===== config.mk =====
export PLATFORM = sky130hd
export DESIGN_NAME = wb_fuzz_engine
export DESIGN_NICKNAME = d
export VERILOG_FILES = /design/src/rtl/wb_fuzz_engine.sv
export SDC_FILE = /design/constraint.sdc
export NUM_CORES = 1
export LEC_CHECK = 0
export BUFFER_PORTS_ARGS = -buffer_cell sky130_fd_sc_hd__buf_2
export CORE_MARGIN = 1.5
export CORE_UTILIZATION = 55
export DETAILED_ROUTE_END_ITERATION = 10
export PLACE_DENSITY = 0.78
export SYNTH_ARGS = -nofsm -noshare
export SYNTH_HDL_FRONTEND = slang
export SYNTH_SLANG_ARGS = --single-unit

===== constraint.sdc =====
create_clock -name clk -period 3.8 [get_ports clk]
set_input_delay 0.19 -clock clk [delete_from_list [all_inputs] [get_ports clk]]
set_output_delay 0.19 -clock clk [all_outputs]
set_load 0.005 [all_outputs]

===== src/rtl/wb_fuzz_engine.sv =====
// Wishbone fuzzer: fills a pattern buffer from a 32-bit Galois LFSR and
// replays it as classic single cycles in write/read/write+readback/random mode.
// Ports: clk/rst_n, start/mode/seed_load/seed_in control, wb_* master bus,
// busy/done status, sticky hang/err/mismatch flags, err_count, fail_index,
// last_rdata.
module wb_fuzz_engine #(
  parameter int          ADDR_WIDTH      = 32,
  parameter int          DATA_WIDTH      = 32,
  parameter int          BUFFER_DEPTH    = 8,
  parameter int          MAX_WAIT_CYCLES = 64,
  parameter logic [31:0] ADDR_BASE       = 32'h0,
  parameter logic [31:0] ADDR_MASK       = 32'h3C,
  parameter logic [31:0] SEED            = 32'hACE1
) (
  input  logic                            clk,
  input  logic                            rst_n,
  input  logic                            start,
  input  logic [1:0]                      mode,
  input  logic                            seed_load,
  input  logic [31:0]                     seed_in,
  output logic [ADDR_WIDTH-1:0]           wb_adr_o,
  output logic [DATA_WIDTH-1:0]           wb_dat_o,
  output logic [DATA_WIDTH/8-1:0]         wb_sel_o,
  output logic                            wb_we_o,
  output logic                            wb_stb_o,
  output logic                            wb_cyc_o,
  input  logic [DATA_WIDTH-1:0]           wb_dat_i,
  input  logic                            wb_ack_i,
  input  logic                            wb_err_i,
  output logic                            busy,
  output logic                            done,
  output logic                            hang_detected,
  output logic                            err_detected,
  output logic                            mismatch_detected,
  output logic [7:0]                      err_count,
  output logic [$clog2(BUFFER_DEPTH)-1:0] fail_index,
  output logic [DATA_WIDTH-1:0]           last_rdata
);

  localparam int IW = $clog2(BUFFER_DEPTH);
  localparam int CW = $clog2(MAX_WAIT_CYCLES + 1);
  localparam logic [31:0]   TAPS = 32'h80200003;
  localparam logic [CW-1:0] WMAX = CW'(MAX_WAIT_CYCLES);
  localparam logic [IW-1:0] LAST = IW'(BUFFER_DEPTH - 1);

  typedef enum logic [2:0] {
    S_IDLE, S_GEN, S_ISSUE, S_WAIT, S_NEXT, S_DONE
  } state_t;

  state_t                  state_q;
  logic [31:0]             lfsr_q;
  logic [1:0]              mode_q;
  logic [IW-1:0]           idx_q;
  logic [CW-1:0]           wait_q;
  logic                    phase_q;
  logic                    fail_seen_q;
  logic [ADDR_WIDTH-1:0]   buf_adr_q [BUFFER_DEPTH];
  logic [DATA_WIDTH-1:0]   buf_dat_q [BUFFER_DEPTH];
  logic                    buf_we_q  [BUFFER_DEPTH];

  logic [31:0]             lfsr_d;
  logic [31:0]             adr32_d;
  logic [DATA_WIDTH-1:0]   gen_dat_d;
  logic [CW-1:0]           wait_d;
  logic                    issue_we_d;

  assign lfsr_d  = {1'b0, lfsr_q[31:1]} ^ (lfsr_q[0] ? TAPS : 32'h0);
  assign adr32_d = ADDR_BASE | (lfsr_q & ADDR_MASK);
  assign wait_d  = wait_q + 1'b1;

  // Data lanes wider than 32 bits repeat the LFSR word.
  for (genvar g = 0; g < DATA_WIDTH; g++) begin : g_rep
    assign gen_dat_d[g] = lfsr_q[g % 32];
  end

  // In write+readback mode phase_q selects the read half of an entry.
  always_comb begin
    issue_we_d = 1'b0;
    unique case (mode_q)
      2'b00: issue_we_d = 1'b1;
      2'b01: issue_we_d = 1'b0;
      2'b10: issue_we_d = ~phase_q;
      2'b11: issue_we_d = buf_we_q[idx_q];
    endcase
  end

  always_ff @(posedge clk or negedge rst_n) begin
    if (!rst_n) begin
      state_q           <= S_IDLE;
      lfsr_q            <= SEED;
      mode_q            <= '0;
      idx_q             <= '0;
      wait_q            <= '0;
      phase_q           <= 1'b0;
      fail_seen_q       <= 1'b0;
      for (int i = 0; i < BUFFER_DEPTH; i++) begin
        buf_adr_q[i] <= '0;
        buf_dat_q[i] <= '0;
        buf_we_q[i]  <= 1'b0;
      end
      wb_adr_o          <= '0;
      wb_dat_o          <= '0;
      wb_sel_o          <= '0;
      wb_we_o           <= 1'b0;
      wb_stb_o          <= 1'b0;
      wb_cyc_o          <= 1'b0;
      busy              <= 1'b0;
      done              <= 1'b0;
      hang_detected     <= 1'b0;
      err_detected      <= 1'b0;
      mismatch_detected <= 1'b0;
      err_count         <= '0;
      fail_index        <= '0;
      last_rdata        <= '0;
    end else begin
      done <= 1'b0;
      unique case (state_q)
        S_IDLE: begin
          if (seed_load)
            lfsr_q <= (seed_in == 32'h0) ? SEED : seed_in;
          if (start) begin
            state_q           <= S_GEN;
            busy              <= 1'b1;
            mode_q            <= mode;
            idx_q             <= '0;
            phase_q           <= 1'b0;
            fail_seen_q       <= 1'b0;
            hang_detected     <= 1'b0;
            err_detected      <= 1'b0;
            mismatch_detected <= 1'b0;
            err_count         <= '0;
            fail_index        <= '0;
          end
        end
        S_GEN: begin
          buf_adr_q[idx_q] <= adr32_d[ADDR_WIDTH-1:0];
          buf_dat_q[idx_q] <= gen_dat_d;
          buf_we_q[idx_q]  <= lfsr_q[31];
          lfsr_q           <= lfsr_d;
          idx_q            <= idx_q + 1'b1;
          if (idx_q == LAST)
            state_q <= S_ISSUE;
        end
        S_ISSUE: begin
          wb_cyc_o <= 1'b1;
          wb_stb_o <= 1'b1;
          wb_sel_o <= '1;
          wb_we_o  <= issue_we_d;
          wb_adr_o <= buf_adr_q[idx_q];
          wb_dat_o <= buf_dat_q[idx_q];
          wait_q   <= '0;
          state_q  <= S_WAIT;
        end
        S_WAIT: begin
          if (wb_ack_i || wb_err_i) begin
            wb_cyc_o <= 1'b0;
            wb_stb_o <= 1'b0;
            wb_we_o  <= 1'b0;
            wb_sel_o <= '0;
            wb_adr_o <= '0;
            wb_dat_o <= '0;
            state_q  <= S_NEXT;
            phase_q  <= 1'b0;
            if (wb_err_i) begin
              err_detected <= 1'b1;
              if (err_count != 8'hFF)
                err_count <= err_count + 1'b1;
              if (!fail_seen_q) begin
                fail_seen_q <= 1'b1;
                fail_index  <= idx_q;
              end
            end else begin
              if (!wb_we_o)
                last_rdata <= wb_dat_i;
              if (mode_q == 2'b10 && !wb_we_o &&
                  wb_dat_i != buf_dat_q[idx_q]) begin
                mismatch_detected <= 1'b1;
                if (!fail_seen_q) begin
                  fail_seen_q <= 1'b1;
                  fail_index  <= idx_q;
                end
              end
              if (mode_q == 2'b10 && wb_we_o) begin
                phase_q <= 1'b1;
                state_q <= S_ISSUE;
              end
            end
          end else if (wait_d == WMAX) begin
            // Timeout aborts the rest of the batch.
            wb_cyc_o      <= 1'b0;
            wb_stb_o      <= 1'b0;
            wb_we_o       <= 1'b0;
            wb_sel_o      <= '0;
            wb_adr_o      <= '0;
            wb_dat_o      <= '0;
            hang_detected <= 1'b1;
            if (!fail_seen_q) begin
              fail_seen_q <= 1'b1;
              fail_index  <= idx_q;
            end
            state_q <= S_DONE;
            done    <= 1'b1;
          end else begin
            wait_q <= wait_d;
          end
        end
        S_NEXT: begin
          idx_q <= idx_q + 1'b1;
          if (idx_q == LAST) begin
            state_q <= S_DONE;
            done    <= 1'b1;
          end else begin
            state_q <= S_ISSUE;
          end
        end
        S_DONE: begin
          busy    <= 1'b0;
          state_q <= S_IDLE;
        end
        default: state_q <= S_IDLE;
      endcase
    end
  end

endmodule


### Word level (Yosys, flattened, before mapping)

Index checks and enable logic that the tools add are counted.

* input bits: 72
* flip-flop bits (word level): 687

* $lt $le $gt $ge: 2
* reduce and logical (&&, ||, !) cells: 29
* $add $sub $neg: 3
* bitwise gates (word level): 5
* mux-type cells: 80
* eq/ne operators: 25

Operators by type and width (count)
* 256-bit bitwise mux: 2
* 32-bit 2-to-1 mux: 10
* 32-bit binary-select mux with 3-bit select: 2
* 32-bit one-hot mux with 2 select lines: 3
* 32-bit demux with 3-bit select: 1
* 3-bit 2-to-1 mux: 13
* 32-bit logical NOT: 1
* 8-bit 2-to-1 mux: 4
* 32-bit inequality test: 1
* 31-bit by 32-bit XOR with 32-bit output: 1
* 1-bit 2-to-1 mux: 22
* 2-bit inequality test, second input constant: 11
* 1-bit one-hot mux with 2 select lines: 9
* 8-bit one-hot mux with 2 select lines: 1
* 4-bit AND reduction: 4
* 3-bit one-hot mux with 5 select lines: 1
* 7-bit 2-to-1 mux: 2
* 7-bit one-hot mux with 2 select lines: 1
* 3-bit one-hot mux with 2 select lines: 2
* 2-bit AND reduction: 5
* 5-bit AND reduction: 2
* 2-bit nonzero test: 5
* 3-bit equality test, second input constant: 3
* 3-bit AND reduction: 3
* 27 further kinds: 35

### Longest topological paths before layout

* word-level depth: 10
* depth in mapped cells: 14
* gate-level depth less buffers: 9

### Worst setup path after synthesis

OpenSTA, ideal clock, no wires.

* kind: register to register
* start point: register idx_q[2]
* end point: register fail_index[0]
* cell stages (with the launch flop): 12
* path buffers: 3
* slack: 0.895 ns
* data arrival time: 2.784 ns
* period minus slack after synthesis: 2.905 ns
* path through: dfrtp_1 > buf_2 > buf_2 > buf_1 > mux4_2 > o21ai_0 > xor2_1 > nand4_1 > nor4_2 > a21oi_1 > o31a_1 > a22o_1

* longest elaborated chain between the ends: 8

Ends and longest elaborated chain
* start, declared: line 53 `logic [IW-1:0] idx_q;`
* start signal, assigned: line 140 `idx_q <= idx_q + 1'b1;`
* start signal, assigned: line 208 `idx_q <= idx_q + 1'b1;`
* 3-bit inverter with 4-bit output (implied by the code): line 176 `wb_dat_i != buf_dat_q[idx_q]) begin`
* 32-bit binary-select mux with 3-bit select: line 176
* 32-bit 2-to-1 mux (implied by the code) (2 in series): line 176
* 32-bit inequality test: line 176
* 1-bit logical AND: line 175 `if (mode_q == 2'b10 && !wb_we_o &&`
* 4-bit inequality test (no source line)
* 4-bit AND reduction (no source line)
* end signal, assigned: line 170 `fail_index <= idx_q;`
* end signal, assigned: line 180 `fail_index <= idx_q;`
* end signal, assigned: line 199 `fail_index <= idx_q;`
* end, declared: line 36 `output logic [$clog2(BUFFER_DEPTH)-1:0] fail_index,`

No other way between the ends. The select of a mux whose other input is x is not followed.
A chain may end at the register's enable or synchronous reset.

### Worst setup path in the final report

* start point: register idx_q[1]
* end point: register fail_index[2]

Same word-level chain as after synthesis.

==> flow_summary.json <==
{
  "endpoint_kind": "flop",
  "gp_congestion": 0.8746,
  "setup_slack_ps": 369.1,
  "antenna_left": 0,
  "antennaDiodeCount": 0,
  "relSlewSlack": 0.3114,
  "setup.worst_path.start_class": "flop",
  "grt_overflow_total": 0,
  "hold_path_class": "input port to flop",
  "synth_seq_cells": 387,
  "drive_gt1_frac": 0.3659,
  "internal-power_uw": 11190,
  "final-hold-violation-count": 0,
  "grt_pass1_wl_um": 70680,
  "synth_edf_count": 0,
  "cts.sinks": 387,
  "die_w_um": 183.1,
  "synth_fa_ha_area_frac": 0.002806,
  "synth_flop_cell": "dfrtp_1",
  "portBuffers": 162,
  "final_cell_mix": "377 x dfrtp_1, 278 x mux2_2, 161 x buf_2",
  "drt_pass1_iterations": 7,
  "netlist_area_mm2": 0.01784,
  "avgSynthCellArea_um2": 12.69,
  "area_delta_synth_final_pct": 17.17,
  "ir_drop_mv": 0.3726,
  "row_count": 65,
  "cts-root-buf": "clkbuf_16",
  "p_total_uw": 17240,
  "finalCritPeriodShare": 0.9029,
  "fmax_mhz": 291.5,
  "grt_pass1_vias": 12595,
  "grt_use_total": 0.2735,
  "clockPowerShare": 0.220,
  "critPathKind": "flop to flop",
  "synth_xor_area_frac": 0.01817,
  "synth_compound_area_frac": 0.06391,
  "htree_num_levels": 2,
  "rsz0062_at_grt": "no",
  "die_y_um": 183.1,
  "ys_seq_area_frac": 0.5435,
  "via_per_inst": 6.007,
  "muxShareOfSynthArea": 0.2607,
  "numCtsBuffers": 40,
  "worstSetupStartpoint": "idx_q[1]",
  "vias": 12182,
  "drtIter0Drc": 867,
  "antenna_found_initial": 0,
  "hpwl_um": 29890,
  "clk_pin_slew_ps": 60,
  "wl_per_cell_um": 22.09,
  "seq_area_mm2": 0.009699,
  "finalSetupViolations": 0,
  "dieArea_mm2": 0.03352,
  "skew_ps": 16.46,
  "p_leak_uw": 0.009811,
  "p_seq_frac": 0.422,
  "layout.cells.most_common": "dfrtp_1",
  "powerDensity_mw_per_mm2": 825.0,
  "grt_max_degree": 127,
  "cp.required_ps": 4210,
  "cp_max_fo": 32,
  "min_period_ps": 3431,
  "ios": 191,
  "fillers": 2229,
  "p_sw_uw": 6050,
  "clkLatencyLatePin_ps": 530,
  "drv_slew": 0,
  "synthesis.instances": 1406,
  "yosysWarningCount": 0,
  "coreArea_mm2": 0.03172,
  "multi_input_area_mm2": 0.007462,
  "holdCritStartpoint": "seed_in[0]",
  "outcome": "finished, final reports clean",
  "async_flop_share": 1.000,
  "cap_violations": 0,
  "finalSetupTns_ps": 0,
  "cts_tree": "built",
  "synth_cell_types": 53,
  "totalWireLength_um": 44800,
  "timing.rr.start": "idx_q[1]",
  "place_worst_setup_slack_ps": 368.1,
  "synth_top_family_by_area": "multiplexers",
  "drcViolationCount": 0,
  "switching_share": 0.3509,
  "crit_arrival_ps": 3840,
  "power_frac_comb": 0.357,
  "finalNetCount": 1677,
  "clockBufferDepth": 3,
  "rr_worst_depth": 10,
  "hold_depth": 3,
  "start_util": 0.5623,
  "worst_slew_pin_slew_ps": 1033,
  "synth_simple_gate_area_frac": 0.06587
}
-- final cells by class --
class | count | share of cell area
flip-flops and latches | 387 | 0.4641
multi-input cells | 890 | 0.3571
repair buffers | 272 | 0.09256
clock buffers | 60 | 0.05634
clock inverters | 7 | 0.004071
well taps | 402 | 0.02407
inverters | 10 | 0.001796
-- flip-flops by register name (all words and copies together) (netlist names), 2 cells and up --
signal,flops
buf_adr_q,32
buf_dat_q,224
err_count,8
fail_index,3
gen_dat_d,32
idx_q,3
last_rdata,32
mode_q,2
state_q,3
wait_q,7
wb_adr_o,4
wb_dat_o,28
-- per-stage QoR --
stage            util  instances  instance area, um2  hold WS (ps)
6_report       0.6589       2028               20900         18.65
5_1_grt        0.6589       2028               20900         20.74
4_1_cts        0.6589       2028               20900         3.264
3_5_place_dp   0.5986       1896               18990         375.5
3_3_place_gp   0.5986       1896               18990         377.0
2_1_floorplan       -       1433               17940        -105.6
-- cells by family (layout without fill, tap and decap cells) --
logic type,after synthesis,after routing
flip-flops,387,387
multiplexers,380,380
AND/OR/NAND/NOR,262,262
AO/OA/AOI/OAI,179,179
buffers and inverters,156,349
XOR/XNOR,37,37
adder cells (fa/ha/maj),4,4
other,1,28
-- repair_timing --
item / in CTS / in global routing
setup buffers: 0 / 0
hold endpoints to repair: 185 / 0
gates resized for setup: 0 / 0
hold buffers: 65 / 0
-- path summary, 6_finish.rpt --
kind / to / slack, ps
worst min-delay path: gen_dat_d[0] / 20
min in group asynchronous: last_rdata[31] / 350
max in group asynchronous: buf_dat_q[61] / 2350
worst max-delay path: fail_index[2] / 370
worst min register to register: buf_dat_q[211] / 480
worst max register to register: fail_index[2] / 370
-- power groups by stage --
stage / Combinational (uW) / Clock [uW] / Sequential (uW)
3_3_place_gp: 5850 / 0 / 7200
2_1_floorplan: 4750 / 0 / 6480
3_5_place_dp: 6040 / 0 / 7310
6_report: 6160 / 3800 / 7280
4_1_cts: 6140 / 3850 / 7260
5_1_grt: 6690 / 4020 / 7530
-- routing by layer --
metal | vias to the layer above | global-route usage | part of all wire
met3 | 87 | 0.05957 | 0.074
met2 | 475 | 0.4614 | 0.49
met5 | - | 0 | 0
met4 | 0 | 0.06918 | 0.022
met1 | 6246 | 0.3612 | 0.42
li1 | 5374 | - | -
-- cell usage after synthesis, types with 2 or more instances --
| master | count | area (um2) |
|---|---|---|
| nor4_1 | 8 | 50.05 |
| o21ai_0 | 45 | 225.2 |
| xor2_1 | 25 | 219.0 |
| buf_4 | 38 | 285.3 |
| buf_2 | 13 | 65.06 |
| mux4_1 | 6 | 157.7 |
| dfstp_2 | 8 | 210.2 |
| nor2_1 | 29 | 108.9 |
| buf_6 | 3 | 33.78 |
| a31oi_1 | 7 | 43.79 |
| and2_0 | 4 | 25.02 |
| mux2i_1 | 64 | 640.6 |
| dfrtp_1 | 379 | 9484 |
| nor3_1 | 11 | 55.05 |
| inv_1 | 9 | 33.78 |
| a22oi_1 | 36 | 270.3 |
| xnor2_1 | 12 | 105.1 |
| and2_1 | 4 | 25.02 |
| o22ai_1 | 49 | 306.5 |
| clkbuf_1 | 65 | 244.0 |
| nor2b_1 | 9 | 56.30 |
| o221ai_1 | 2 | 17.52 |
| mux2_2 | 278 | 3131 |
| o211ai_1 | 3 | 22.52 |
| a22o_1 | 7 | 61.31 |
| a21oi_1 | 17 | 85.08 |
| buf_1 | 25 | 93.84 |
| o31ai_1 | 5 | 37.54 |
| ha_1 | 4 | 50.05 |
| mux4_2 | 31 | 698.2 |
| nand3_1 | 18 | 90.09 |
| or3_1 | 4 | 25.02 |
| nand2b_1 | 5 | 31.28 |
| nor4_2 | 2 | 25.02 |
| nand2_1 | 153 | 574.3 |
| nand4_1 | 10 | 62.56 |
| buf_12 | 2 | 40.04 |
-- critical path: stages (launching register included) --
cell     delay, ps
dfrtp_4        770
buf_4          380
mux4_2         540
nand2_1         80
and2_0         240
xor2_1         170
nand4_1        220
nor3_4         250
a21oi_1         90
o31a_1         320
a22o_1         240
(Power assumes the default switching activity.)
